<file path="src/rtl/clock_step_ctrl.sv">
// clock_step_ctrl: debounced run/halt/single-step sequencer driving the CPU clock enable.
// Define CLOCK_STEP_COUNT_EN to build the cpu_en cycle counter behind cycle_count.
//
// state      | meaning
// S_HALTED   | CPU stopped, waiting for RUN or a STEP press
// S_RUN      | free running, cpu_en high every cycle
// S_STEP     | one cpu_en cycle for an accepted STEP press
// S_HLT_LOCK | CPU executed HALT; held until the RUN switch is dropped
module clock_step_ctrl #(
    parameter int DEBOUNCE_CYCLES = 16
) (
    input  logic        clk,
    input  logic        reset,
    input  logic        run_sw,
    input  logic        step_btn,
    input  logic        halt_req,
    output logic        cpu_en,
    output logic        running,
    output logic        halted,
    output logic [15:0] cycle_count
);
    localparam int CNT_W = $clog2(DEBOUNCE_CYCLES + 1);
    localparam logic [CNT_W-1:0] CNT_LAST = CNT_W'(DEBOUNCE_CYCLES - 1);

    typedef enum logic [1:0] {S_HALTED, S_RUN, S_STEP, S_HLT_LOCK} state_t;

    // index 0 = RUN switch, index 1 = STEP button
    logic [1:0]       raw;
    logic [1:0]       sync1_q, sync2_q;
    logic [1:0]       stable_q, stable_d;
    logic [CNT_W-1:0] cnt_q [2];
    logic [CNT_W-1:0] cnt_d [2];
    logic             step_prev_q;
    logic             run_st, step_rise;
    state_t           state_q;

    assign raw = {step_btn, run_sw};

    always_comb begin
        for (int i = 0; i < 2; i++) begin
            stable_d[i] = stable_q[i];
            cnt_d[i]    = '0;
            if (sync2_q[i] != stable_q[i]) begin
                if (cnt_q[i] == CNT_LAST) begin
                    stable_d[i] = sync2_q[i];
                end else begin
                    cnt_d[i] = cnt_q[i] + CNT_W'(1);
                end
            end
        end
    end

    always_ff @(posedge clk or posedge reset) begin
        if (reset) begin
            sync1_q     <= '0;
            sync2_q     <= '0;
            stable_q    <= '0;
            cnt_q[0]    <= '0;
            cnt_q[1]    <= '0;
            step_prev_q <= 1'b0;
        end else begin
            sync1_q     <= raw;
            sync2_q     <= sync1_q;
            stable_q    <= stable_d;
            cnt_q[0]    <= cnt_d[0];
            cnt_q[1]    <= cnt_d[1];
            step_prev_q <= stable_q[1];
        end
    end

    assign run_st    = stable_q[0];
    assign step_rise = stable_q[1] & ~step_prev_q;

    // A rise that lands outside S_HALTED is consumed here and never queued.
    always_ff @(posedge clk or posedge reset) begin
        if (reset) begin
            state_q <= S_HALTED;
        end else begin
            case (state_q)
                S_HALTED: begin
                    if (run_st)         state_q <= S_RUN;
                    else if (step_rise) state_q <= S_STEP;
                end
                S_RUN: begin
                    if (halt_req)       state_q <= S_HLT_LOCK;
                    else if (!run_st)   state_q <= S_HALTED;
                end
                S_STEP:                 state_q <= S_HALTED;
                S_HLT_LOCK: begin
                    if (!run_st)        state_q <= S_HALTED;
                end
                default:                state_q <= S_HALTED;
            endcase
        end
    end

    assign cpu_en  = (state_q == S_RUN) || (state_q == S_STEP);
    assign running = (state_q == S_RUN);
    assign halted  = (state_q == S_HALTED) || (state_q == S_HLT_LOCK);

`ifdef CLOCK_STEP_COUNT_EN
    logic [15:0] count_q;

    always_ff @(posedge clk or posedge reset) begin
        if (reset) begin
            count_q <= '0;
        end else if (cpu_en) begin
            count_q <= count_q + 16'd1;
        end
    end

    assign cycle_count = count_q;
`else
    assign cycle_count = 16'h0000;
`endif

endmodule

</file>
<file path="config.mk">
export PLATFORM = sky130hd
export DESIGN_NAME = clock_step_ctrl
export DESIGN_NICKNAME = d
export VERILOG_FILES = /design/src/rtl/clock_step_ctrl.sv
export SDC_FILE = /design/constraint.sdc
export NUM_CORES = 1
export LEC_CHECK = 0
export ABC_AREA = 0
export ABC_CLOCK_PERIOD_IN_PS = 2000
export BUFFER_PORTS_ARGS = -buffer_cell sky130_fd_sc_hd__buf_2
export CORE_AREA = 8 8 53 55
export DETAILED_ROUTE_END_ITERATION = 10
export DIE_AREA = 0 0 61 63
export PLACE_DENSITY = 0.73
export RECOVER_POWER = 100
export SETUP_SLACK_MARGIN = 0.2
export SLEW_MARGIN = 30
export SYNTH_ARGS = -nofsm -noshare
export SYNTH_HDL_FRONTEND = slang
export SYNTH_SLANG_ARGS = --single-unit
export TNS_END_PERCENT = 10
</file>
<file path="constraint.sdc">
create_clock -name clk -period 2 [get_ports clk]
set_input_delay 0.4 -clock clk [delete_from_list [all_inputs] [get_ports clk]]
set_output_delay 0.4 -clock clk [all_outputs]
set_load 0.02 [all_outputs]
</file>
==> results of run 1 <==
[report_power, final]
part | internal (mW) | total, mW | switching (mW)
combinational | 0.0825 | 0.224 | 0.141
clock | 0.0773 | 0.180 | 0.102
sequential | 0.409 | 0.426 | 0.0170
[per-stage QoR]
| stage | cells | total power, mW | area [um2] | setup slack, ps | utilization [%] |
|---|---|---|---|---|---|
| floorplan | 99 | 0.636 | 998 | 604 | - |
| global placement | 118 | 0.650 | 948 | 616 | 46.0 |
| detailed placement | 118 | 0.658 | 948 | 575 | 46.0 |
| CTS | 122 | 0.841 | 975 | 296 | 47.2 |
| global route | 122 | 0.888 | 972 | 198 | 47.1 |
| finish | 122 | 0.829 | 972 | 291 | 47.1 |
[critical path: cells and delay by family, from the launching register on]
kind | cells | cell delay (ps)
buf+inv | 2 | 310
fa+ha+maj | 1 | 300
flops | 1 | 410
[path summary, 6_finish.rpt]
kind | to | cells past startpoint | slack (ps) | from
hold / removal | state_q[0]$_DFFE_PP0P_ | 2 | 210 | reset
setup / recovery | cpu_en | 3 | 290 | state_q[0]$_DFFE_PP0P_
hold reg to reg | sync2_q[0]$_DFF_PP0_ | 0 | 360 | sync1_q[0]$_DFF_PP0_
max in group asynchronous | cnt_q[2]$_DFF_PP0_ | 2 | 1350 | reset
min in group clk | sync1_q[1]$_DFF_PP0_ | 1 | 220 | step_btn
setup reg to reg | state_q[0]$_DFFE_PP0P_ | 5 | 540 | state_q[1]$_DFFE_PP0P_
[cell usage after synthesis (all sizes together), types with 2 or more instances]
library cell  number
dfrtp             19
buf               16
nor2               7
ha                 6
xor2               6
and2               5
inv                4
nand3              4
o21ai              4
and3               2
mux2               2
[state kept, by name (all words and copies together) (netlist names)]
signal and cells:
state_q 2, cnt_q 10, stable_q 2, sync2_q 2
step_prev_q 1, sync1_q 2
[area by class of cell]
cell class	count	area share, %
Sequential cell	19	48.9
Timing Repair Buffer	7	3.35
Multi-Input combinational cell	60	39.9
Inverter	4	1.54
Tap cell	28	3.60
Clock buffer	4	2.70
[cell families after synthesis]
kind of cell             share of synthesized area, %
multiplexers                                     3.45
adder cells (fa/ha/maj)                          7.97
XOR/XNOR                                         5.58
AND/OR/NAND/NOR                                  13.0
flip-flops                                       50.5
other                                           0.398
buffers and inverters                            14.3
AO/OA/AOI/OAI                                    4.78
[metal layers]
layer	global-route usage [%]	vias to the layer above	share of wire, %
met1	8.84	240	43
met3	2.67	0	12
li1	-	261	-
met4	2.62	0	0
met2	11.6	20	44
met5	0	-	0
==> results.toml, run 1 <==
[status]
outcome = "finished clean"

[critical_path]
critPathMaxStageDelay_ps = 410
cp_data_arrival_time_ps = 1310
worstPathRequired_ps = 1600
critPathSlowestCell = "dfrtp_1"
worstPathMaxFanout = 4
crit_type = "register to output pin"
critPathLaunchType = "register"
crit_chain = "inv_1 > ha_1 > clkbuf_1"
critical_path.endpoint_type = "output pin"

[timing]
rsz0062_at_grt = "false"
setup-tns-final_ps = 0
finalSetupViolCount = 0
fin_crit_sh_pct = 85.5
period_minus_slack_ps = 1710
worst_pin_slew_ps = 698
maxSlewHeadroom_pct = 53.4
fmax_mhz = 585
report.final.hold_viol_count = 0
whs_ps = 211
drv_slew = 0
skew_ps = 5.55

[global_route]
antenna_found_initial = 0
first_global_vias = 559
grt-ovfl-total = 0
grt.total_usage_pct = 7.40
grt_start_max_net_pins = 20
grt_pass1_wl_um = 2250

[synth]
ys_ff_latch = 19
synth_edf_count = 0
synth_top_area_share_pct = 50.5
synth.cell_area_um2 = 942
synth_area_leaders = "dfrtp_1 50%, buf_4 13%, ha_1 8.0%"
synthArstFlopShare_pct = 100
synth_flop_cell = "dfrtp_1"
synth_cells = 84
avgSynthCellArea_um2 = 11.2
synth_seq_area_share_pct = 50.5
yosysWarnings = 0
synth_largest_area_cell = "dfrtp_1"
yosysUniqueCellTypes = 22

[cells_and_area]
multiInputGateArea_um2 = 388
drive_above_1_share_pct = 10.6
final_common_cell = "dfrtp_1"
register_area_um2 = 475
diodes = 0
fin_nets = 106
fill_cells = 199
final_cell_mix = "19 x dfrtp_1, 16 x conb_1, 7 x nor2_1"
syn2layout_area_growth_pct = 3.19

[clocking]
cts_max_path_buffers = 2
clock_sinks = 19
cts_root_buf = "clkbuf_4"
cts_tree = "done"
path_clk_slew_ps = 100
cts-buffers-inserted = 3
cts_hold_buf = 0
clock_latency_ps = 280
post_cts_buffers = 0
cts_resized = 0
htree_levels = 1

[routing]
via_per_inst = 4.27
antenna_left = 0
wl_um = 1320
first_pass_iters = 4
wl_per_cell_um = 10.8
vias = 521
first_iter_violations = 9
drc = 0

[placed_design]
io_buffer_count = 7
hpwl_um = 1040
finalWeightedCongestion = 0.809

[floorplanning]
dieHeight_um = 63
rows = 17
start_util_pct = 45.7
die_x_um = 61
fp.coreArea_um2 = 2060
io_pins = 24
dieArea_um2 = 3840

[min_path]
hp-class = "input port to asynchronous set/reset pin"

[flow_run]
cap_violations = 0

[power]
powerDensity_nw_per_um2 = 853
power_leakage_nw = 0.530
irDropWorstVdd_v = 0.000461
Power figures use the tool's default switching activity.
==> inputs of run 2 (changes only) <==
--- a/config.mk
+++ b/config.mk
@@ -8,9 +8,9 @@
 export ABC_AREA = 0
 export ABC_CLOCK_PERIOD_IN_PS = 2000
 export BUFFER_PORTS_ARGS = -buffer_cell sky130_fd_sc_hd__buf_2
-export CORE_AREA = 8 8 53 55
+export CORE_AREA = 8 8 51 57
 export DETAILED_ROUTE_END_ITERATION = 10
-export DIE_AREA = 0 0 61 63
+export DIE_AREA = 0 0 59 65
 export PLACE_DENSITY = 0.73
 export RECOVER_POWER = 100
 export SETUP_SLACK_MARGIN = 0.2
==> results.toml, run 2 (synthesis results as in run 1) <==
[cells_and_area]
final_cell_mix = "19 x dfrtp_1, 16 x conb_1, 7 x nor2_1"
drive_above_1_share_pct = 10.6
postLayoutCoreUtil_pct = 49.7
final_common_cell = "dfrtp_1"
top_register = "cnt_q"
fin_nets = 106
largest_reg_flops = 10
syn2layout_area_growth_pct = 3.19
diodes = 0

[global_route]
antenna_found_initial = 0
grt.total_usage_pct = 7.03
grt-ovfl-total = 0
grt_pass1_wl_um = 2150
first_global_vias = 508
grt_start_max_net_pins = 20

[routing]
drc = 0
first_pass_iters = 4
vias = 515
wl_per_cell_um = 10.8
via_per_inst = 4.22
antenna_left = 0
wl_um = 1320
first_iter_violations = 6

[floorplanning]
io_pins = 24
dieArea_um2 = 3840
dieHeight_um = 65
start_util_pct = 48.1
rows = 17
fp.coreArea_um2 = 1960
die_x_um = 59

[critical_path]
cpMostUsedCell = "inv_1"
crit_type = "register to output pin"
worstPathMaxFanout = 4
crit_start = "state_q[0]$_DFFE_PP0P_"
cp_num_buf_inv = 3
critPathSlowestCell = "dfrtp_1"
ff2ff_path_depth = 5
rrSetupSlack_ps = 550
cp_top_family = "flip-flops"
cp.depth = 4
critPathMaxStageDelay_ps = 420
critPathLaunchType = "register"
worstPathRequired_ps = 1600
endpoint = "halted"
timing.rr.end = "state_q[0]$_DFFE_PP0P_"
critical_path.endpoint_type = "output pin"
crit_chain = "inv_1 > ha_1 > inv_1 > clkbuf_1"
timing.rr.start = "state_q[0]$_DFFE_PP0P_"
cp_data_arrival_time_ps = 1360

[power]
irDropWorstVdd_v = 0.000371
powerDensity_nw_per_um2 = 850
power_leakage_nw = 0.532

[clocking]
cts_root_buf = "clkbuf_4"
post_cts_buffers = 0
clock_sinks = 19
cts-buffers-inserted = 3
cts_hold_buf = 0
cts_resized = 0
cts_max_path_buffers = 2
cts_tree = "done"
htree_levels = 1
path_clk_slew_ps = 110
clock_latency_ps = 290

[timing]
setup-tns-final_ps = 0
finalSetupViolCount = 0
fmax_mhz = 567
drv_slew = 0
period_minus_slack_ps = 1760
skew_ps = 7.46
worst_pin_slew_ps = 682
maxSlewHeadroom_pct = 54.5
report.final.hold_viol_count = 0
rsz0062_at_grt = "false"
fin_crit_sh_pct = 88.1

[placed_design]
hpwl_um = 1060
finalWeightedCongestion = 0.830
io_buffer_count = 7

[status]
outcome = "finished clean"

[flow_run]
cap_violations = 0

[min_path]
hp-class = "input port to asynchronous set/reset pin"
-- run 2: changes by cell type in the layout (fill, tap and decap cells not counted) --
cell and delta:
and2_0 -2, buf_2 -1, clkinv_2 +1, and2_1 +2
-- run 2: routing by layer --
layer | wire, um | global-route usage [%] | vias to the layer above
met1 | 564 | 8.12 | 237
met3 | 127 | 2.76 | 0
met5 | 0 | 0 | -
met2 | 631 | 11.3 | 15
met4 | 0 | 2.69 | 0
li1 | - | - | 263
-- run 2: how the worst min path moves through the flow --
stage                              start              endpoint  depth (start not counted)
global route                      run_sw  sync1_q[0]$_DFF_PP0_                          1
global placement    sync1_q[1]$_DFF_PP0_  sync2_q[1]$_DFF_PP0_                          0
detailed placement  sync1_q[1]$_DFF_PP0_  sync2_q[1]$_DFF_PP0_                          0
CTS                               run_sw  sync1_q[0]$_DFF_PP0_                          1
floorplan           sync1_q[0]$_DFF_PP0_  sync2_q[0]$_DFF_PP0_                          0
finish                             reset    cnt_q[0]$_DFF_PP0_                          2
-- run 2: area by class of cell --
cell class,instances,area [um2]
Clock buffer,3,22.5
Multi-Input combinational cell,60,388
Clock inverter,1,5.00
Sequential cell,19,475
Timing Repair Buffer,7,31.3
Fill cell,194,985
Inverter,4,15.0
Tap cell,28,35.0
-- run 2: through the flow --
stage | total power [mW] | hold slack [ps] | worst slack [ps] | cells | area (um2)
after floorplan | 0.636 | 331 | 604 | 99 | 998
after global placement | 0.652 | 335 | 606 | 118 | 948
after detailed placement | 0.653 | 340 | 541 | 118 | 948
after CTS | 0.839 | 199 | 299 | 122 | 976
after global routing | 0.881 | 191 | 165 | 122 | 972
final | 0.826 | 190 | 238 | 122 | 972
-- run 2: worst reg2reg max path: stages, from the launching register on --
cell      delay [ps]
dfrtp_1          430
inv_1            100
ha_1             190
nand2b_4          60
or2_1            240
a221o_1          320
-- run 2: where the power goes --
group / internal (mW) / total [mW] / switching, mW
Clock: 0.0743 / 0.186 / 0.111
Sequential: 0.409 / 0.424 / 0.0159
Combinational: 0.0793 / 0.216 / 0.137
